**config.mk**
```make
export PLATFORM = sky130hd
export DESIGN_NAME = alu_ctrl_seq
export DESIGN_NICKNAME = d
export VERILOG_FILES = /design/src/rtl/alu_ctrl_pkg.sv /design/src/rtl/md_iter_core.sv /design/src/rtl/alu_ctrl_seq.sv
export SDC_FILE = /design/constraint.sdc
export NUM_CORES = 1
export LEC_CHECK = 0
export ABC_CLOCK_PERIOD_IN_PS = 1700
export CAP_MARGIN = 20
export CORE_ASPECT_RATIO = 0.7
export CORE_MARGIN = 3
export CORE_UTILIZATION = 15
export DETAILED_ROUTE_END_ITERATION = 10
export GPL_ROUTABILITY_DRIVEN = 0
export PLACE_DENSITY_LB_ADDON = 0.25
export SYNTH_ARGS = -nofsm -noshare
export SYNTH_HDL_FRONTEND = slang
export SYNTH_SLANG_ARGS = --single-unit
```
**constraint.sdc**
```tcl
create_clock -name vclk -period 1.7
set_input_delay 0.425 -clock vclk [all_inputs]
set_output_delay 0.425 -clock vclk [all_outputs]
set_load 0.05 [all_outputs]
```
**src/rtl/alu_ctrl_pkg.sv**
```systemverilog
`default_nettype none
// +----------------------------------------------------------------------------+
// | Module  : alu_ctrl_pkg                                                     |
// | Brief   : ALU operation codes, control classes, M-extension encodings,    |
// |           FSM state encoding and the ALU operation decode function.        |
// | Revision: 1.0                                                              |
// +----------------------------------------------------------------------------+
package alu_ctrl_pkg;

    localparam logic [3:0] c_ALU_ADD = 4'b0000;
    localparam logic [3:0] c_ALU_SUB = 4'b0001;
    localparam logic [3:0] c_ALU_AND = 4'b0010;
    localparam logic [3:0] c_ALU_OR  = 4'b0011;
    localparam logic [3:0] c_ALU_XOR = 4'b0100;
    localparam logic [3:0] c_ALU_LUI = 4'b0101;
    localparam logic [3:0] c_ALU_SRL = 4'b0110;
    localparam logic [3:0] c_ALU_SLL = 4'b0111;

    localparam logic [2:0] c_ALUOP_R = 3'b000;
    localparam logic [2:0] c_ALUOP_I = 3'b001;
    localparam logic [2:0] c_ALUOP_U = 3'b100;

    localparam logic [2:0] c_F3_ADD = 3'b000;
    localparam logic [2:0] c_F3_SLL = 3'b001;
    localparam logic [2:0] c_F3_XOR = 3'b100;
    localparam logic [2:0] c_F3_SRL = 3'b101;
    localparam logic [2:0] c_F3_OR  = 3'b110;
    localparam logic [2:0] c_F3_AND = 3'b111;

    localparam logic [2:0] c_F3_MUL   = 3'b000;
    localparam logic [2:0] c_F3_MULHU = 3'b011;
    localparam logic [2:0] c_F3_DIVU  = 3'b101;
    localparam logic [2:0] c_F3_REMU  = 3'b111;

    localparam logic [6:0] c_F7_M = 7'b0000001;

    localparam int              c_ST_W    = 2;
    localparam logic [c_ST_W-1:0] c_ST_IDLE = 2'd0;
    localparam logic [c_ST_W-1:0] c_ST_RUN  = 2'd1;
    localparam logic [c_ST_W-1:0] c_ST_DONE = 2'd2;

    // f7b5 separates SUB from ADD and SRLI from SRAI; other uses fall to ADD.
    function automatic logic [3:0] f_alu_decode(input logic       f7b5,
                                                input logic [2:0] alu_op,
                                                input logic [2:0] f3);
        logic [3:0] res;
        res = c_ALU_ADD;
        case (alu_op)
            c_ALUOP_R: begin
                case (f3)
                    c_F3_ADD: res = f7b5 ? c_ALU_SUB : c_ALU_ADD;
                    c_F3_AND: res = f7b5 ? c_ALU_ADD : c_ALU_AND;
                    c_F3_OR:  res = f7b5 ? c_ALU_ADD : c_ALU_OR;
                    c_F3_XOR: res = f7b5 ? c_ALU_ADD : c_ALU_XOR;
                    default:  res = c_ALU_ADD;
                endcase
            end
            c_ALUOP_I: begin
                case (f3)
                    c_F3_ADD: res = c_ALU_ADD;
                    c_F3_AND: res = c_ALU_AND;
                    c_F3_OR:  res = c_ALU_OR;
                    c_F3_SRL: res = f7b5 ? c_ALU_ADD : c_ALU_SRL;
                    c_F3_SLL: res = f7b5 ? c_ALU_ADD : c_ALU_SLL;
                    default:  res = c_ALU_ADD;
                endcase
            end
            c_ALUOP_U: res = c_ALU_LUI;
            default:   res = c_ALU_ADD;
        endcase
        return res;
    endfunction

endpackage
`default_nettype wire

```
**src/rtl/md_iter_core.sv**
```systemverilog
`default_nettype none
// +----------------------------------------------------------------------------+
// | Module  : md_iter_core                                                     |
// | Brief   : One-bit-per-cycle shift-add multiplier / restoring divider      |
// |           sharing one hi/lo register pair.                                 |
// | Revision: 1.0                                                              |
// +----------------------------------------------------------------------------+
module md_iter_core #(
    parameter int WIDTH = 32
) (
    input  logic             clk,
    input  logic             reset,
    input  logic             start,
    input  logic             run,
    input  logic             is_div,
    input  logic             sel_hi,
    input  logic [WIDTH-1:0] a,
    input  logic [WIDTH-1:0] b,
    output logic             done,
    output logic [WIDTH-1:0] result
);

    localparam int c_CNT_W = $clog2(WIDTH + 1);

    logic               r_is_div;
    logic               r_sel_hi;
    logic [WIDTH-1:0]   r_hi;
    logic [WIDTH-1:0]   r_lo;
    logic [WIDTH-1:0]   r_mcand;
    logic [c_CNT_W-1:0] r_cnt;

    logic [WIDTH:0]     w_add;
    logic [WIDTH:0]     w_shift;
    logic               w_ge;
    logic [WIDTH-1:0]   w_sub;
    logic [WIDTH-1:0]   w_hi_next;
    logic [WIDTH-1:0]   w_lo_next;

    // Multiply: hi accumulates, {hi,lo} shifts right, lo starts as multiplier.
    assign w_add = {1'b0, r_hi} + (r_lo[0] ? {1'b0, r_mcand} : {(WIDTH + 1){1'b0}});

    // Divide: hi is the partial remainder, lo shifts dividend out / quotient in.
    assign w_shift = {r_hi, r_lo[WIDTH-1]};
    assign w_ge    = (w_shift >= {1'b0, r_mcand});
    assign w_sub   = w_shift[WIDTH-1:0] - r_mcand;

    assign w_hi_next = r_is_div ? (w_ge ? w_sub : w_shift[WIDTH-1:0]) : w_add[WIDTH:1];
    assign w_lo_next = r_is_div ? {r_lo[WIDTH-2:0], w_ge} : {w_add[0], r_lo[WIDTH-1:1]};

    // Result is taken from the post-step values so it is ready on the last step.
    assign done   = run && (r_cnt == c_CNT_W'(1));
    assign result = r_sel_hi ? w_hi_next : w_lo_next;

    always_ff @(posedge clk or negedge reset) begin
        if (!reset) begin
            r_is_div <= 1'b0;
            r_sel_hi <= 1'b0;
            r_hi     <= '0;
            r_lo     <= '0;
            r_mcand  <= '0;
            r_cnt    <= '0;
        end else if (start) begin
            r_is_div <= is_div;
            r_sel_hi <= sel_hi;
            r_hi     <= '0;
            r_lo     <= a;
            r_mcand  <= b;
            r_cnt    <= c_CNT_W'(WIDTH);
        end else if (run && (r_cnt != '0)) begin
            r_hi  <= w_hi_next;
            r_lo  <= w_lo_next;
            r_cnt <= r_cnt - c_CNT_W'(1);
        end
    end

endmodule
`default_nettype wire

```
**src/rtl/alu_ctrl_seq.sv**
```systemverilog
`default_nettype none
// +----------------------------------------------------------------------------+
// | Module  : alu_ctrl_seq                                                     |
// | Brief   : ALU control decode plus sequencing of iterative multiply/divide.|
// |           Define ALU_CTRL_M_EXT_EN to build the M-extension datapath.      |
// | Revision: 1.0                                                              |
// +----------------------------------------------------------------------------+
module alu_ctrl_seq #(
    parameter int WIDTH = 32
) (
    input  logic             clk,
    input  logic             reset,
    input  logic             valid_i,
    input  logic [6:0]       funct7_i,
    input  logic [2:0]       ALU_Op_i,
    input  logic [2:0]       funct3_i,
    input  logic [WIDTH-1:0] a_i,
    input  logic [WIDTH-1:0] b_i,
    input  logic             flush_i,
    output logic [3:0]       ALU_Operation_o,
    output logic             stall_o,
    output logic             md_valid_o,
    output logic [WIDTH-1:0] md_result_o,
    output logic             illegal_o
);

    import alu_ctrl_pkg::*;

    logic w_is_m;

    assign ALU_Operation_o = f_alu_decode(funct7_i[5], ALU_Op_i, funct3_i);
    assign w_is_m          = (ALU_Op_i == c_ALUOP_R) && (funct7_i == c_F7_M);

`ifdef ALU_CTRL_M_EXT_EN

    logic [c_ST_W-1:0] r_state;
    logic              r_md_valid;
    logic [WIDTH-1:0]  r_md_result;

    logic             w_m_ok;
    logic             w_idle;
    logic             w_accept;
    logic             w_div0;
    logic             w_start;
    logic             w_run;
    logic             w_core_done;
    logic [WIDTH-1:0] w_core_result;

    assign w_m_ok   = (funct3_i == c_F3_MUL)  || (funct3_i == c_F3_MULHU) ||
                      (funct3_i == c_F3_DIVU) || (funct3_i == c_F3_REMU);
    assign w_idle   = (r_state == c_ST_IDLE);
    assign w_accept = w_idle && valid_i && w_is_m && w_m_ok && !flush_i;
    assign w_div0   = funct3_i[2] && (b_i == '0);
    assign w_start  = w_accept && !w_div0;
    assign w_run    = (r_state == c_ST_RUN) && !flush_i;

    md_iter_core #(
        .WIDTH (WIDTH)
    ) u_md_iter_core (
        .clk    (clk),
        .reset  (reset),
        .start  (w_start),
        .run    (w_run),
        .is_div (funct3_i[2]),
        .sel_hi (funct3_i[1]),
        .a      (a_i),
        .b      (b_i),
        .done   (w_core_done),
        .result (w_core_result)
    );

    always_ff @(posedge clk or negedge reset) begin
        if (!reset) begin
            r_state     <= c_ST_IDLE;
            r_md_valid  <= 1'b0;
            r_md_result <= '0;
        end else begin
            r_md_valid <= 1'b0;
            case (r_state)
                c_ST_IDLE: begin
                    if (w_accept) begin
                        if (w_div0) begin
                            // DIVU by zero yields all ones, REMU yields the dividend.
                            r_state     <= c_ST_DONE;
                            r_md_valid  <= 1'b1;
                            r_md_result <= funct3_i[1] ? a_i : '1;
                        end else begin
                            r_state <= c_ST_RUN;
                        end
                    end
                end
                c_ST_RUN: begin
                    if (flush_i) begin
                        r_state <= c_ST_IDLE;
                    end else if (w_core_done) begin
                        r_state     <= c_ST_DONE;
                        r_md_valid  <= 1'b1;
                        r_md_result <= w_core_result;
                    end
                end
                c_ST_DONE: r_state <= c_ST_IDLE;
                default:   r_state <= c_ST_IDLE;
            endcase
        end
    end

    assign stall_o     = reset && (w_accept || (r_state == c_ST_RUN));
    assign md_valid_o  = r_md_valid;
    assign md_result_o = r_md_result;
    assign illegal_o   = reset && w_idle && valid_i && w_is_m && !w_m_ok;

`else

    logic w_unused;

    assign stall_o     = 1'b0;
    assign md_valid_o  = 1'b0;
    assign md_result_o = '0;
    assign illegal_o   = reset && valid_i && w_is_m;
    assign w_unused    = ^{clk, flush_i, a_i, b_i};

`endif

endmodule
`default_nettype wire
```
==> metrics.txt <==
run status=complete, but fails checks; failing checks=setup timing; maximum number of pins on one net before global-route repair=7; area of the core=2530 µm²; number of top-level design ports=120; Port Buffers=19; main combinational cell family by area after synthesis=buffers and inverters; # Max-Cap Violations=0; global-route wire length before repair=1.44 mm; number of global-route vias before repair=317; count of different cell masters after synthesis=20; routed wirelength normalized by instance count=9.42 µm; final antenna-violating net count=0; cell at the slowest stage of the critical path=or4_4; DRC=0; cell type with the highest aggregate area in the netlist=buf_4; standard-cell rows=15; DRT Pass-1 Iters=3; total track usage=0.0527; share of cells above drive strength 1=0.400; stage delay of the slowest cell on the critical path=0.49 ns; via-per-instance ratio=3.24; HPWL after detailed placement=878 µm; y dimension of the die=49.8 µm; count of clock buffers in the final design=0; parity-gate share of the synthesized area counting xor and xnor cells=0; sequential area share after synthesis=0; peak fanout along the critical path=2; count of final hold-check violations=0; Final setup violation count=4; worst setup path category=input pin to output pin; accumulated negative setup slack=-0.725 ns; final core area utilization=0.280; number of sequential storage elements=0; RSZ-0062 raised after global routing=yes; cells along the critical path=buf_8 > nand2b_4 > or4_4 > a31oi_4 > buf_12; kind of start point of the critical path=input pin; Worst IR Drop VDD=0.0785 mV; Highest Clock Rate=518 MHz; count of filler cells inserted in the layout=266; vias post-DR=385; Chip Width=68.6 µm; sequential standard cell area=0 µm²; DRT Wirelength=1.12 mm; synth-to-layout area growth=72.3%; Commonest cells post-synth=buf_4, nor2_1, nand3_1; gate count of the mapped netlist=57; adder and majority gate portion of the synthesized area=0; leakage power=0.343 nW; Initial Utilization=0.162; simple logic cell fraction of the synthesized area=0.274; worst hold margin=1.29 ns; fraction of the mapped netlist area in compound gates=0.0790; top cell type's share of synthesized area=0.638; synth warn=0; crit share post-route=1.13; library cell with the highest instance count after synthesis=buf_4; PnR worst setup slack=-0.229 ns; remaining global-route overflow=0; Pwr Density=409 nW/µm²; number of antenna violations at the first check in global routing=0; worst min-delay path category=input pin to output pin; number of DRC markers after the initial detailed-route iteration=1; origin of the worst setup path=ALU_Op_i[0]; post-route non-filler standard cell count=119; multiplexer area fraction after synthesis=0; clock period minus final worst setup slack=1.93 ns; DIE AREA=3420 µm²; hold-fix buffers at CTS=0; post-synthesis area per instance=7.22 µm²; worst path arrival time=1.50 ns; number of nets in the final layout=168; endpoint kind of the worst setup timing path=output pin; WP data required=1.27 ns; critical path endpoint=ALU_Operation_o[0]; diode count=0; synthesized area=412 µm²; synth top area cells=buf_4, nand2b_4, and4bb_2; total placed cells including tap cells=116; fin. max-slew vios=0
power breakdown:
group / leakage (nW) / internal (mW) / switching (mW) / total (mW)
clock: 0 / 0 / 0 / 0
sequential: 0 / 0 / 0 / 0
combinational: 0.343 / 0.0676 / 0.222 / 0.290
layout make-up:
| type | instances | area [µm²] | area share |
|---|---|---|---|
| Multi-Input combinational cell | 56 | 365 | 0.515 |
| Timing Repair Buffer | 29 | 302 | 0.425 |
| Tap cell | 34 | 42.5 | 0.0600 |
worst min path at each step:
| stage | from | depth (start not counted) | endpoint |
|---|---|---|---|
| finish | ALU_Op_i[2] | 4 | ALU_Operation_o[2] |
| global route | ALU_Op_i[2] | 4 | ALU_Operation_o[2] |
| CTS | ALU_Op_i[2] | 4 | ALU_Operation_o[2] |
| detailed placement | funct3_i[1] | 4 | ALU_Operation_o[1] |
| global placement | funct3_i[1] | 4 | ALU_Operation_o[1] |
| floorplan | ALU_Op_i[1] | 1 | ALU_Operation_o[0] |
per-layer routing:
metal,GRT usage,share of wire,up-vias
li1,-,-,181
met4,0.00990,0,0
met3,0,0.074,0
met5,0,0,-
met2,0.103,0.62,21
met1,0.0625,0.30,183
critical path: cells and delay by family:
family          cells  cell delay [ns]
compound gates      1             0.21
simple gates        2             0.62
buf+inv             2             0.25
cells in the final DEF, fill, tap and decap left out, types with 2 or more instances in the layout:
cell type	instances
buf_6	5
clkbuf_2	2
buf_4	6
dlygate4sd2_1	8
conb_1	35
buf_2	2
nor2_1	2
buf_12	3
logic make-up after synthesis:
| family | Yosys count |
|---|---|
| other | 1 |
| and+or+nand+nor | 16 |
| AOI/OAI and AO/OA | 5 |
| buffers and inverters | 35 |
repair_timing:
action / 4_1_cts / 5_1_grt
endpoints found under the setup margin: 4 / 4
cloned: 0 / 0
gates resized for setup: 39 / 12
pin swaps: 11 / 9
setup buffers: 1 / 2
per-stage QoR:
stage | setup WS (ns) | total power, mW | instance area (µm²)
after floorplan | -0.131 | 0.262 | 567
after global placement | -0.563 | 0.273 | 629
after detailed placement | -0.563 | 0.273 | 629
after CTS | -0.241 | 0.274 | 662
after global routing | -0.256 | 0.303 | 709
final | -0.229 | 0.290 | 709
No activity file was read; power rests on OpenSTA's default activity.
